[src/rtl/conv_weight_loader_if.sv]
// Input packet stream for conv_weight_loader: one word per transfer,
// transfer happens when s_valid && s_ready, s_last marks the final word.
interface conv_weight_loader_if #(
  parameter int WEIGHT_WIDTH = 8
);
  logic [WEIGHT_WIDTH-1:0] s_data;
  logic                    s_valid;
  logic                    s_last;
  logic                    s_ready;

  // Producer side of the packet stream
  modport master (
    output s_data,
    output s_valid,
    output s_last,
    input  s_ready
  );

  // Consumer side of the packet stream (the weight loader)
  modport slave (
    input  s_data,
    input  s_valid,
    input  s_last,
    output s_ready
  );
endinterface

[src/rtl/conv_weight_loader.sv]
// conv_weight_loader: buffers one weight packet (bias + KERNEL_SIZE weights)
// from a valid/ready stream and replays it as a gap-free burst on the shared
// neuron weight bus. Bursts are addressed round-robin to N_NEURONS neurons via
// one-hot weight_first/weight_last strobes. The neuron port has no
// backpressure, so a burst is never started until the whole packet is held.
module conv_weight_loader #(
  parameter int WEIGHT_WIDTH     = 8,
  parameter int KERNEL_SIZE      = 9,
  parameter int WEIGHT_MEM_ORDER = 5,
  parameter int N_NEURONS        = 4
) (
  input  logic                    clk,
  input  logic                    rst_n,
  input  logic                    restart,
  conv_weight_loader_if.slave     s_if,
  output logic [WEIGHT_WIDTH-1:0] weight_stream,
  output logic [N_NEURONS-1:0]    weight_first,
  output logic [N_NEURONS-1:0]    weight_last,
  output logic                    busy,
  output logic                    load_done,
  output logic                    pkt_err
);

  localparam int PKT_LEN = KERNEL_SIZE + 1;
  localparam int CW      = $clog2(PKT_LEN);
  localparam int IW      = (N_NEURONS > 1) ? $clog2(N_NEURONS) : 1;

  localparam logic [CW-1:0] LAST_WORD   = CW'(PKT_LEN - 1);
  localparam logic [IW-1:0] LAST_NEURON = IW'(N_NEURONS - 1);

  // Parameter sanity: the kernel must fit the neuron weight memory.
  if (KERNEL_SIZE < 1 || KERNEL_SIZE > (2 ** WEIGHT_MEM_ORDER) || N_NEURONS < 1) begin : g_bad_params
    $error("conv_weight_loader: illegal KERNEL_SIZE/WEIGHT_MEM_ORDER/N_NEURONS combination");
  end

  typedef enum logic [1:0] {
    S_FILL  = 2'd0,
    S_DRAIN = 2'd1,
    S_EMIT  = 2'd2
  } state_t;

  state_t                  state_q;
  logic [CW-1:0]           wr_cnt_q;
  logic [CW-1:0]           rd_cnt_q;
  logic [IW-1:0]           idx_q;
  logic                    restart_pend_q;
  logic                    done_pend_q;
  logic                    s_ready_q;
  logic                    busy_q;
  logic                    load_done_q;
  logic                    pkt_err_q;
  logic [WEIGHT_WIDTH-1:0] stream_q;
  logic [N_NEURONS-1:0]    first_q;
  logic [N_NEURONS-1:0]    last_q;
  logic [WEIGHT_WIDTH-1:0] wbuf_q [PKT_LEN];

  logic                    xfer_s;
  logic [N_NEURONS-1:0]    sel_s;

  assign xfer_s = s_if.s_valid && s_ready_q;
  assign sel_s  = N_NEURONS'(1'b1) << idx_q;

  assign s_if.s_ready  = s_ready_q;
  assign weight_stream = stream_q;
  assign weight_first  = first_q;
  assign weight_last   = last_q;
  assign busy          = busy_q;
  assign load_done     = load_done_q;
  assign pkt_err       = pkt_err_q;

  // Packet buffer: capture accepted words while filling (a restart discards the word).
  always_ff @(posedge clk) begin
    if (state_q == S_FILL && xfer_s && !restart) begin
      wbuf_q[wr_cnt_q] <= s_if.s_data;
    end
  end

  // Main FSM: fill/drain the input packet, emit the burst, sequence neurons.
  always_ff @(posedge clk or negedge rst_n) begin
    if (!rst_n) begin
      state_q        <= S_FILL;
      wr_cnt_q       <= '0;
      rd_cnt_q       <= '0;
      idx_q          <= '0;
      restart_pend_q <= 1'b0;
      done_pend_q    <= 1'b0;
      s_ready_q      <= 1'b1;
      busy_q         <= 1'b0;
      load_done_q    <= 1'b0;
      pkt_err_q      <= 1'b0;
      stream_q       <= '0;
      first_q        <= '0;
      last_q         <= '0;
    end else begin
      // Strobes are single-cycle unless re-asserted below.
      pkt_err_q   <= 1'b0;
      first_q     <= '0;
      last_q      <= '0;
      done_pend_q <= 1'b0;
      // load_done lands one cycle after the weight_last cycle.
      load_done_q <= done_pend_q;

      case (state_q)
        S_FILL: begin
          if (restart) begin
            idx_q    <= '0;
            wr_cnt_q <= '0;
          end else if (xfer_s) begin
            if (s_if.s_last) begin
              if (wr_cnt_q == LAST_WORD) begin
                state_q   <= S_EMIT;
                rd_cnt_q  <= '0;
                s_ready_q <= 1'b0;
                busy_q    <= 1'b1;
              end else begin
                pkt_err_q <= 1'b1;
              end
              wr_cnt_q <= '0;
            end else if (wr_cnt_q == LAST_WORD) begin
              // Full packet already held and still no s_last: packet too long.
              pkt_err_q <= 1'b1;
              wr_cnt_q  <= '0;
              state_q   <= S_DRAIN;
            end else begin
              wr_cnt_q <= wr_cnt_q + CW'(1);
            end
          end else begin
            wr_cnt_q <= wr_cnt_q;
          end
        end

        S_DRAIN: begin
          if (restart) begin
            idx_q    <= '0;
            wr_cnt_q <= '0;
            state_q  <= S_FILL;
          end else if (xfer_s && s_if.s_last) begin
            state_q <= S_FILL;
          end else begin
            state_q <= S_DRAIN;
          end
        end

        S_EMIT: begin
          stream_q <= wbuf_q[rd_cnt_q];
          if (rd_cnt_q == '0) begin
            first_q <= sel_s;
          end
          if (rd_cnt_q == LAST_WORD) begin
            // Burst complete: the neuron saw its whole packet, so a pending
            // restart can now take effect safely.
            last_q         <= sel_s;
            state_q        <= S_FILL;
            s_ready_q      <= 1'b1;
            busy_q         <= 1'b0;
            rd_cnt_q       <= '0;
            restart_pend_q <= 1'b0;
            if (restart_pend_q || restart) begin
              idx_q <= '0;
            end else if (idx_q == LAST_NEURON) begin
              idx_q       <= '0;
              done_pend_q <= 1'b1;
            end else begin
              idx_q <= idx_q + IW'(1);
            end
          end else begin
            rd_cnt_q <= rd_cnt_q + CW'(1);
            if (restart) begin
              restart_pend_q <= 1'b1;
            end
          end
        end

        default: begin
          state_q   <= S_FILL;
          wr_cnt_q  <= '0;
          rd_cnt_q  <= '0;
          s_ready_q <= 1'b1;
          busy_q    <= 1'b0;
        end
      endcase
    end
  end

endmodule

[src/flat_wrapper.sv]
// flat-port wrapper written by rule: the top's interface ports become plain ports
module conv_weight_loader_flat 
#(
  parameter int WEIGHT_WIDTH     = 8,
  parameter int KERNEL_SIZE      = 9,
  parameter int WEIGHT_MEM_ORDER = 5,
  parameter int N_NEURONS        = 4
)
  (clk, rst_n, restart, weight_stream, weight_first, weight_last, busy, load_done, pkt_err, s_if_s_data, s_if_s_valid, s_if_s_last, s_if_s_ready);
  conv_weight_loader_if #(.WEIGHT_WIDTH(WEIGHT_WIDTH)) s_if_i ();
  input  logic clk;
  input  logic rst_n;
  input  logic restart;
  output logic [WEIGHT_WIDTH-1:0] weight_stream;
  output logic [N_NEURONS-1:0] weight_first;
  output logic [N_NEURONS-1:0] weight_last;
  output logic busy;
  output logic load_done;
  output logic pkt_err;
  input wire logic [$bits(s_if_i.s_data)-1:0] s_if_s_data;
  input wire logic [$bits(s_if_i.s_valid)-1:0] s_if_s_valid;
  input wire logic [$bits(s_if_i.s_last)-1:0] s_if_s_last;
  output wire logic [$bits(s_if_i.s_ready)-1:0] s_if_s_ready;
  assign s_if_i.s_data = s_if_s_data;
  assign s_if_i.s_valid = s_if_s_valid;
  assign s_if_i.s_last = s_if_s_last;
  assign s_if_s_ready = s_if_i.s_ready;
  conv_weight_loader #(.WEIGHT_WIDTH(WEIGHT_WIDTH), .KERNEL_SIZE(KERNEL_SIZE), .WEIGHT_MEM_ORDER(WEIGHT_MEM_ORDER), .N_NEURONS(N_NEURONS)) u_core (.clk(clk), .rst_n(rst_n), .restart(restart), .s_if(s_if_i), .weight_stream(weight_stream), .weight_first(weight_first), .weight_last(weight_last), .busy(busy), .load_done(load_done), .pkt_err(pkt_err));
endmodule
[config.mk]
export PLATFORM = sky130hd
export DESIGN_NAME = conv_weight_loader_flat
export DESIGN_NICKNAME = d
export VERILOG_FILES = /design/src/rtl/conv_weight_loader_if.sv /design/src/rtl/conv_weight_loader.sv /design/src/flat_wrapper.sv
export SDC_FILE = /design/constraint.sdc
export NUM_CORES = 1
export LEC_CHECK = 0
export CORE_ASPECT_RATIO = 0.7
export CORE_MARGIN = 2
export CORE_UTILIZATION = 45
export DETAILED_ROUTE_END_ITERATION = 10
export HOLD_SLACK_MARGIN = 0.05
export PLACE_DENSITY = 0.71
export SYNTH_ARGS = -nofsm -noshare
export SYNTH_HDL_FRONTEND = slang
export SYNTH_SLANG_ARGS = --single-unit
[constraint.sdc]
create_clock -name clk -period 2.8 [get_ports clk]
set_clock_uncertainty 0.2 [all_clocks]
set_input_delay 0.56 -clock clk [delete_from_list [all_inputs] [get_ports clk]]
set_output_delay 0.56 -clock clk [all_outputs]
set_load 0.005 [all_outputs]
# == After elaboration in Yosys (flattened, before gate mapping) ==
# Memory sizes are Yosys's and may differ from the RTL's. A register that Yosys moved wholly into a read port is not among the register bits.
# Index checks and enable logic that the tools add are counted.
# word_totals
ff_bits,26
mem_bits_rw,80
in_bits,13
wordCells,106
mem_count,1
# mem_list
memory,depth,word_bits,rd,rd_clocked_by_memory_dff,wr,line_no,source
u_core.wbuf_q,10,8,1,1,1,conv_weight_loader.sv:55,logic [WEIGHT_WIDTH-1:0] wbuf_q [PKT_LEN];
# op_classes
n_addsub,3
n_eq_ne,13
n_shift,1
n_mux,56
n_bitwise,2
n_reduce_logical,18
# op_table
op,count
two-way mux 4 bit,14
two-way mux 1 bit,25
case mux 4 bit (3 select lines),2
two-way mux 2 bit,11
adder 4 x 1 -> 4 bit (second input constant),2
== test 4 bit (second input constant),2
inequality test 2 bit (second input constant),4
inequality test 2 x 1 -> 1 bit (second input constant),3
case mux 1 bit (3 select lines),2
case mux 2 bit (3 select lines),1
AND reduction 3 bit,2
AND reduction 6 bit,1
AND reduction 5 bit,1
== test 2 bit (second input constant),2
logical AND 1 bit,4
logical NOT 4 bit,1
case mux 2 bit (2 select lines),1
AND reduction 4 bit,1
nonzero test 2 bit,2
<< shifter 1 x 2 -> 4 bit (first input constant),1
inequality test 3 x 2 -> 1 bit (second input constant),1
adder 2 x 1 -> 2 bit (second input constant),1
== test 2 x 1 -> 1 bit (second input constant),1
logical NOT 1 bit,2
other kinds (5),6

# == Longest topological paths before layout ==
# Gate-level depths: netlist (run 1).
# depth
depth_word,6
mapped_depth,8

# == Worst setup path after synthesis (run 1) ==
# No wires, ideal clock.
# synth_path
path_type,input to register
from,input restart
to,memory u_core.wbuf_q[6][0] (enable)
setup_time_ns,0.398
t_arrival_ns,2.011
t_required_ns,2.202
slack_ns,0.191
cell_stages,4
path_buffers,1
path_cell_list,buf_4 nor3_2 nand3_2 nor4b_1
# synth_via
elab_chain_len,4
# synth_rtl
item,line_no,source
start: declaration,flat_wrapper.sv:13,input logic restart;
logical NOT 1 bit,conv_weight_loader.sv:73,if (state_q == S_FILL && xfer_s && !restart) begin
logical AND 1 bit,conv_weight_loader.sv:73,
two-way mux 1 bit,conv_weight_loader.sv:73,
two-way mux 1 bit (implied by the code),conv_weight_loader.sv:74,wbuf_q[wr_cnt_q] <= s_if.s_data;
end: declaration,conv_weight_loader.sv:55,
# No other way between the ends.

# == Final worst setup path (run 1) ==
# layout_path
from,register u_core.s_ready_q (netlist: u_core.s_if.s_ready)
to,output s_if_s_ready
# layout_lines
item,line_no,source
start: declaration,conv_weight_loader.sv:48,logic s_ready_q;
start signal: assignment,conv_weight_loader.sv:87,s_ready_q <= 1'b1;
start signal: assignment,conv_weight_loader.sv:113,s_ready_q <= 1'b0;
start signal: assignment,conv_weight_loader.sv:154,s_ready_q <= 1'b1;
end: declaration,flat_wrapper.sv:23,output wire logic [$bits(s_if_i.s_ready)-1:0] s_if_s_ready;
# No word-level cell between the ends.

==> impl_metrics.env, run 1 <==
export IMPL_timing_max_slew_rel_slack_pct=64.7
export IMPL_maximum_number_of_pins_on_one_net_before_global_route_repair=20
export IMPL_slowest_stage="sky130_fd_sc_hd__dfstp_2"
export IMPL_final_instance_count_excl_fill=508
export IMPL_worst_min_delay_path_class="reg -> reg"
export IMPL_cts_sink_count=114
export IMPL_vias_in_the_first_global_route=2816
export IMPL_timing_reg2reg_setup_slack_ns=0.65
export IMPL_cts_max_path_buffers=2
export IMPL_yosys_register_bits=114
export IMPL_drcViolationCount=0
export IMPL_timing_reg2reg_worst_path_depth=5
export IMPL_detailed_place_area_mm2=0.00525
export IMPL_num_rows=31
export IMPL_layout_common_cells="80 x sky130_fd_sc_hd__edfxtp_1, 32 x sky130_fd_sc_hd__dfrtp_1, 31 x sky130_fd_sc_hd__clkdlybuf4s50_1"
export IMPL_achievable_frequency_mhz=443
export IMPL_maxCapViolCount=0
export IMPL_worstSetupPathType="reg -> out"
export IMPL_final_design_area_no_fill_mm2=0.00588
export IMPL_core_area_mm2=0.0103
export IMPL_hold_violations=0
export IMPL_postRouteAntennaNets=0
export IMPL_number_of_vias_after_detailed_routing=2763
export IMPL_maxSlewViolCount=0
export IMPL_max_stage_delay_ns=0.58
export IMPL_worst_path_max_fanout=7
export IMPL_share_of_final_layout_standard_cells_stronger_than_drive_strength_1_pct=19.4
export IMPL_ys_async_sr_fraction_pct=29.8
export IMPL_worst_setup_path_startpoint="u_core.s_if.s_ready"
export IMPL_syn_inst=308
export IMPL_synthesis_nets=328
export IMPL_dieWidth_um=127
export IMPL_cts_root_buf="sky130_fd_sc_hd__clkbuf_16"
export IMPL_synth_lib_cells_used_distinct=54
export IMPL_initial_utilization_pct=46.2
export IMPL_synth_largest_type_area_fraction_pct=50.4
export IMPL_cts_tree="done"
export IMPL_globalRouteMet2Util_pct=26.5
export IMPL_worstPathArrival_ns=1.50
export IMPL_grt_overflow=0
export IMPL_post_synth_main_area_contributors="sky130_fd_sc_hd__edfxtp_1 50%, sky130_fd_sc_hd__dfrtp_1 17%, sky130_fd_sc_hd__mux2i_1 5.5%"
export IMPL_ios=33
export IMPL_nFillCells=806
export IMPL_synthToLayoutAreaGrowth_pct=23.4
export IMPL_floorplan_die_height_um=90.1
export IMPL_grt_antenna_before_repair=0
export IMPL_total_leakage_power_nw=2.12
export IMPL_grt_most_used_layer="met1"
export IMPL_synth_top_flop_cell="sky130_fd_sc_hd__edfxtp_1"
export IMPL_fin_crit_ns=2.26
export IMPL_hp_start="u_core.done_pend_q"
export IMPL_place_detailed_hpwl_um=6800
export IMPL_timing_critical_path_from_type="flop"
export IMPL_synth_yosys_seq_area_share_pct=68.2
export IMPL_required_ns=2.04
export IMPL_io_buffers=32
export IMPL_wl_per_cell_um=20.0
export IMPL_clk_pin_slew_ns=0.05
export IMPL_netlist_top_cell_by_area="sky130_fd_sc_hd__edfxtp_1"
export IMPL_critical_path_buf_inv_count=1
export IMPL_detail_route_iter0_violations=302
export IMPL_gr_usage_all_layers_pct=19.2
export IMPL_p_per_cell_area_mw_per_mm2=718
export IMPL_diodes=0
export IMPL_placed_cell_count=475
export IMPL_run_status="finished, final reports clean"
export IMPL_die_area_mm2=0.0114
export IMPL_detailedRoute_firstPassIterationCount=4
export IMPL_cts_buffers_inserted=17
export IMPL_syn_cell_area_mm2=0.00477
export IMPL_use_met3_pct=5.77
export IMPL_regToRegEndpoint="u_core.wbuf_q[9][6]"
export IMPL_fin_tns_setup_ns=0
export IMPL_via_per_inst=5.44
export IMPL_vdd_drop_max_mv=0.430
export IMPL_slew_at_the_pin_closest_to_its_max_slew_limit_ns=0.528
export IMPL_place_gp_congestion=0.845
export IMPL_synth_area_per_cell_um2=15.5
export IMPL_finalNetCount=383
export IMPL_grtUsageMet1_pct=28.9
export IMPL_fin_crit_sh_pct=80.7
export IMPL_final_common_cell="sky130_fd_sc_hd__edfxtp_1"
export IMPL_min_to="u_core.load_done"
export IMPL_critical_path_endpoint_type="primary output"
export IMPL_first_pass_grt_wire_length_um=16100
export IMPL_routed_wl_um=10200
export IMPL_synth_edf_count=80
export IMPL_critical_path_top_delay_family="flip-flops"
export IMPL_timing_final_setup_violations=0
export IMPL_grt_setup_unrepaired="false"
export IMPL_clock_tree_htree_level_count=4
export IMPL_clock_insertion_delay_worst_skew_ns=0.40
export IMPL_whs_path_cells=0
export IMPL_regToRegStartpoint="u_core.state_q[0]"
export IMPL_crit_path_cell_trace="clkdlybuf4s50_1"
export IMPL_yosys_warnings=0
export IMPL_resized_gates_after_cts=0
[synth_stat cells (2+ instances only)]
| master | n |
|---|---|
| sky130_fd_sc_hd__nor4_1 | 2 |
| sky130_fd_sc_hd__buf_12 | 2 |
| sky130_fd_sc_hd__buf_2 | 2 |
| sky130_fd_sc_hd__dfrtp_1 | 33 |
| sky130_fd_sc_hd__inv_1 | 7 |
| sky130_fd_sc_hd__buf_6 | 5 |
| sky130_fd_sc_hd__o21ai_1 | 3 |
| sky130_fd_sc_hd__a22oi_1 | 8 |
| sky130_fd_sc_hd__nor2_1 | 24 |
| sky130_fd_sc_hd__nor3_2 | 3 |
| sky130_fd_sc_hd__and2_1 | 8 |
| sky130_fd_sc_hd__buf_4 | 2 |
| sky130_fd_sc_hd__or3_4 | 2 |
| sky130_fd_sc_hd__nand3_1 | 6 |
| sky130_fd_sc_hd__mux2i_1 | 26 |
| sky130_fd_sc_hd__edfxtp_1 | 80 |
| sky130_fd_sc_hd__nand2b_1 | 2 |
| sky130_fd_sc_hd__a21oi_1 | 3 |
| sky130_fd_sc_hd__o221ai_1 | 8 |
| sky130_fd_sc_hd__o21ai_0 | 7 |
| sky130_fd_sc_hd__nand2_1 | 26 |
| sky130_fd_sc_hd__mux4_2 | 8 |
| sky130_fd_sc_hd__ha_1 | 7 |
| sky130_fd_sc_hd__and3_1 | 4 |
[worst max path at each step]
| stage | end | slack [ns] | cells past startpoint |
|---|---|---|---|
| after CTS | s_if_s_ready | 0.53 | 1 |
| after detailed placement | u_core.wbuf_q[9][0] | 0.18 | 6 |
| after floorplan | u_core.wbuf_q[6][0] | 0.19 | 4 |
| after global placement | u_core.wbuf_q[8][0] | 0.24 | 6 |
| final | s_if_s_ready | 0.54 | 1 |
| after global routing | u_core.wbuf_q[9][1] | 0.49 | 6 |
[layer usage]
layer	share of wire, %	up-vias	wire (um)
met4	0.96	0	97
met2	45	75	4600
met3	5.8	10	593
li1	-	1273	-
met5	0	-	0
met1	48	1405	4860
[logic make-up after synthesis]
family          count (synthesis)  share of synthesized area, %
xor+xnor                        1                         0.184
buf+inv                        21                          3.36
mux                            34                          9.24
fa+ha+maj                       7                          1.84
compound gates                 40                          6.35
flops                         114                          68.2
simple gates                   91                          10.8
[through the flow]
stage / util [%] / hold WS [ns] / setup WS (ns) / total power (W)
finish: 57.0 / 0.146 / 0.540 / 0.00422
global route: 57.0 / 0.172 / 0.489 / 0.00434
CTS: 57.0 / 0.147 / 0.527 / 0.00424
detailed placement: 50.8 / 0.135 / 0.177 / 0.00196
global placement: 50.8 / 0.132 / 0.245 / 0.00196
floorplan: - / 0.0644 / 0.191 / 0.00190
[report_power, final]
group,internal (W),switching (W)
clock,0.00157,0.000719
sequential,0.00183,0.00000973
combinational,0.0000364,0.0000614
total,0.00343,0.000790
[cell type report]
| class | instances | area (um2) | share of cell area, % |
|---|---|---|---|
| tap | 132 | 165 | 2.81 |
| multi-input combinational | 173 | 1360 | 23.1 |
| clock inverter | 11 | 185 | 3.15 |
| sequential | 114 | 3260 | 55.3 |
| clock buffer | 21 | 440 | 7.49 |
| inverter | 8 | 30.0 | 0.511 |
| timing repair buffer | 49 | 445 | 7.57 |
[timing repair]
item	4_1_cts	5_1_grt
setup buffers	0	0
setup endpoints to repair	0	0
endpoints found under the hold margin	14	0
hold buffers	1	0
[state kept, by name (all words and copies together), names as in the netlist, 2 cells and up]
signal	count
u_core.idx_q	2
u_core.rd_cnt_q	4
u_core.state_q	2
u_core.wbuf_q	80
u_core.weight_first	4
u_core.weight_last	4
u_core.weight_stream	8
u_core.wr_cnt_q	4
Power figures use the tool's default switching activity.
==> run 2: changes to the inputs <==
==> constraint.sdc (replaced) <==
create_clock -name clk -period 2.15 [get_ports clk]
set_clock_uncertainty 0.2 [all_clocks]
set_input_delay 0.43 -clock clk [delete_from_list [all_inputs] [get_ports clk]]
set_output_delay 0.43 -clock clk [all_outputs]
set_load 0.005 [all_outputs]
==> impl_metrics.env, run 2 (synthesized netlist as in run 1, its figures left out) <==
export IMPL_run_status="finished, final reports clean"
export IMPL_routed_wl_um=10000
export IMPL_place_gp_congestion=0.830
export IMPL_maxSlewViolCount=0
export IMPL_grt_overflow=0
export IMPL_final_total_pwr_w=0.00565
export IMPL_cts_buffers_inserted=17
export IMPL_dieWidth_um=127
export IMPL_critical_path_buf_inv_count=1
export IMPL_first_pass_grt_wire_length_um=15800
export IMPL_clock_tree_htree_level_count=4
export IMPL_core_area_mm2=0.0103
export IMPL_via_per_inst=5.30
export IMPL_required_ns=1.52
export IMPL_worst_path_max_fanout=6
export IMPL_initial_utilization_pct=46.2
export IMPL_seq_power_share_pct=42.2
export IMPL_end_of_flow_core_utilization_pct=58.7
export IMPL_diodes=0
export IMPL_vias_in_the_first_global_route=2818
export IMPL_hp_start="u_core.done_pend_q"
export IMPL_crit_path_cell_trace="clkdlybuf4s50_1"
export IMPL_worst_min_delay_path_class="reg -> reg"
export IMPL_grt_setup_unrepaired="false"
export IMPL_critical_path_endpoint_type="primary output"
export IMPL_detail_route_iter0_violations=255
export IMPL_achievable_frequency_mhz=475
export IMPL_maxCapViolCount=0
export IMPL_cts_sink_count=114
export IMPL_p_per_cell_area_mw_per_mm2=934
export IMPL_slowest_stage="sky130_fd_sc_hd__dfstp_2"
export IMPL_vdd_drop_max_mv=0.573
export IMPL_slew_at_the_pin_closest_to_its_max_slew_limit_ns=0.622
export IMPL_fin_crit_ns=2.11
export IMPL_cts_max_path_buffers=2
export IMPL_wl_per_cell_um=19.4
export IMPL_postRouteAntennaNets=0
export IMPL_detailedRoute_firstPassIterationCount=4
export IMPL_power_internal_w=0.00459
export IMPL_relative_contribution_of_the_clock_network_to_total_power_pct=55.3
export IMPL_number_of_vias_after_detailed_routing=2739
export IMPL_num_rows=31
export IMPL_share_of_final_layout_standard_cells_stronger_than_drive_strength_1_pct=23.4
export IMPL_timing_final_setup_violations=0
export IMPL_worstPathArrival_ns=1.48
export IMPL_critical_path_top_delay_family="flip-flops"
export IMPL_drcViolationCount=0
export IMPL_timing_max_slew_rel_slack_pct=58.4
export IMPL_registers_top_by_ff_count="u_core.wbuf_q"
export IMPL_worstSetupPathType="reg -> out"
export IMPL_cts_tree="done"
export IMPL_die_area_mm2=0.0114
export IMPL_floorplan_die_height_um=90.1
export IMPL_fin_crit_sh_pct=97.9
export IMPL_gr_usage_all_layers_pct=18.8
export IMPL_clock_insertion_delay_worst_skew_ns=0.42
export IMPL_cts_root_buf="sky130_fd_sc_hd__clkbuf_16"
export IMPL_final_common_cell="sky130_fd_sc_hd__edfxtp_1"
export IMPL_layout_common_cells="80 x sky130_fd_sc_hd__edfxtp_1, 32 x sky130_fd_sc_hd__dfrtp_1, 31 x sky130_fd_sc_hd__clkdlybuf4s50_1"
export IMPL_power_frac_comb_pct=2.4
export IMPL_finalNetCount=392
export IMPL_net_switching_power_w=0.00106
export IMPL_regToRegStartpoint="u_core.s_if.s_ready"
export IMPL_total_leakage_power_nw=2.18
export IMPL_maximum_number_of_pins_on_one_net_before_global_route_repair=35
export IMPL_ios=33
export IMPL_grt_antenna_before_repair=0
export IMPL_max_stage_delay_ns=0.56
export IMPL_hold_violations=0
export IMPL_io_buffers=32
export IMPL_largest_register_ffs=80
export IMPL_clk_pin_slew_ns=0.05
export IMPL_synthToLayoutAreaGrowth_pct=27.0
export IMPL_worst_setup_path_startpoint="u_core.s_if.s_ready"
export IMPL_place_detailed_hpwl_um=6770
export IMPL_power_switching_fraction_pct=18.8
export IMPL_timing_critical_path_from_type="flop"
[run 2: changes by cell type in the layout (fill, tap and decap cells not counted), moves of 2 or more]
cell                         previous run  this run
sky130_fd_sc_hd__buf_12                 0         4
sky130_fd_sc_hd__buf_4                 16        21
sky130_fd_sc_hd__clkbuf_1               4         0
sky130_fd_sc_hd__clkinvlp_4             1         4
sky130_fd_sc_hd__nor2_1                24        22
sky130_fd_sc_hd__nor2_2                 0         2
[run 2: repair_timing]
action                                  4_1_cts  5_1_grt
hold buffers                                  1        0
buffers inserted                              0        1
resized for setup                             0        0
endpoints found under the setup margin        0        1
hold endpoints to repair                     33        0
[run 2: worst reg2reg max path: stages, from the launching register on]
cell,delay [ns]
sky130_fd_sc_hd__dfstp_2,0.56
sky130_fd_sc_hd__buf_4,0.12
sky130_fd_sc_hd__nand3_2,0.08
sky130_fd_sc_hd__or3_4,0.38
sky130_fd_sc_hd__nor2_2,0.16
sky130_fd_sc_hd__buf_12,0.15
[run 2: final cells by class]
cell class,instances,area (um2)
flip-flops and latches,114,3260
clock inverters,15,239
repair buffers,58,563
clock buffers,17,425
multi-input cells,173,1380
fillers,776,4260
inverters,8,30.0
well taps,132,165
[run 2: power by group through the flow]
stage                     clock network [W]  logic [W]  registers (W)
after detailed placement                  0   0.000139        0.00243
final                               0.00313   0.000138        0.00239
after CTS                           0.00318   0.000141        0.00239
after global placement                    0   0.000136        0.00243
after global routing                0.00328   0.000153        0.00239
after floorplan                           0  0.0000532        0.00242
[run 2: per-layer routing]
| layer | global-route usage, % | share of wire (%) | wire [um] | up-vias |
|---|---|---|---|---|
| li1 | - | - | - | 1295 |
| met1 | 27.6 | 48 | 4800 | 1355 |
| met5 | 0 | 0 | 0 | - |
| met2 | 26.4 | 44 | 4460 | 83 |
| met4 | 7.42 | 0.51 | 51 | 0 |
| met3 | 5.77 | 7.1 | 716 | 6 |
[run 2: path summary, 6_finish.rpt]
| path | endpoint | slack [ns] | cells after the start |
|---|---|---|---|
| setup / recovery | s_if_s_ready | 0.04 | 1 |
| hold / removal | u_core.load_done | 0.15 | 0 |
| setup reg to reg | u_core.wbuf_q[9][3] | 0.20 | 5 |
| hold reg to reg | u_core.load_done | 0.15 | 0 |
| max in group asynchronous | u_core.weight_stream[6] | 1.03 | 3 |
| min in group asynchronous | u_core.pkt_err | 0.38 | 3 |
[run 2: per-stage QoR]
stage / std cells / setup TNS (ns) / cell area [um2] / setup slack [ns] / hold slack, ns
2_1_floorplan: 308 / -1.41 / 4790 / -0.0682 / -0.0656
3_3_place_gp: 483 / -12.69 / 5370 / -0.212 / 0.135
3_5_place_dp: 483 / -15.24 / 5370 / -0.231 / 0.137
4_1_cts: 516 / 0 / 6050 / 0.00311 / 0.149
5_1_grt: 517 / 0 / 6060 / 0.00548 / 0.164
6_report: 517 / 0 / 6060 / 0.0445 / 0.146
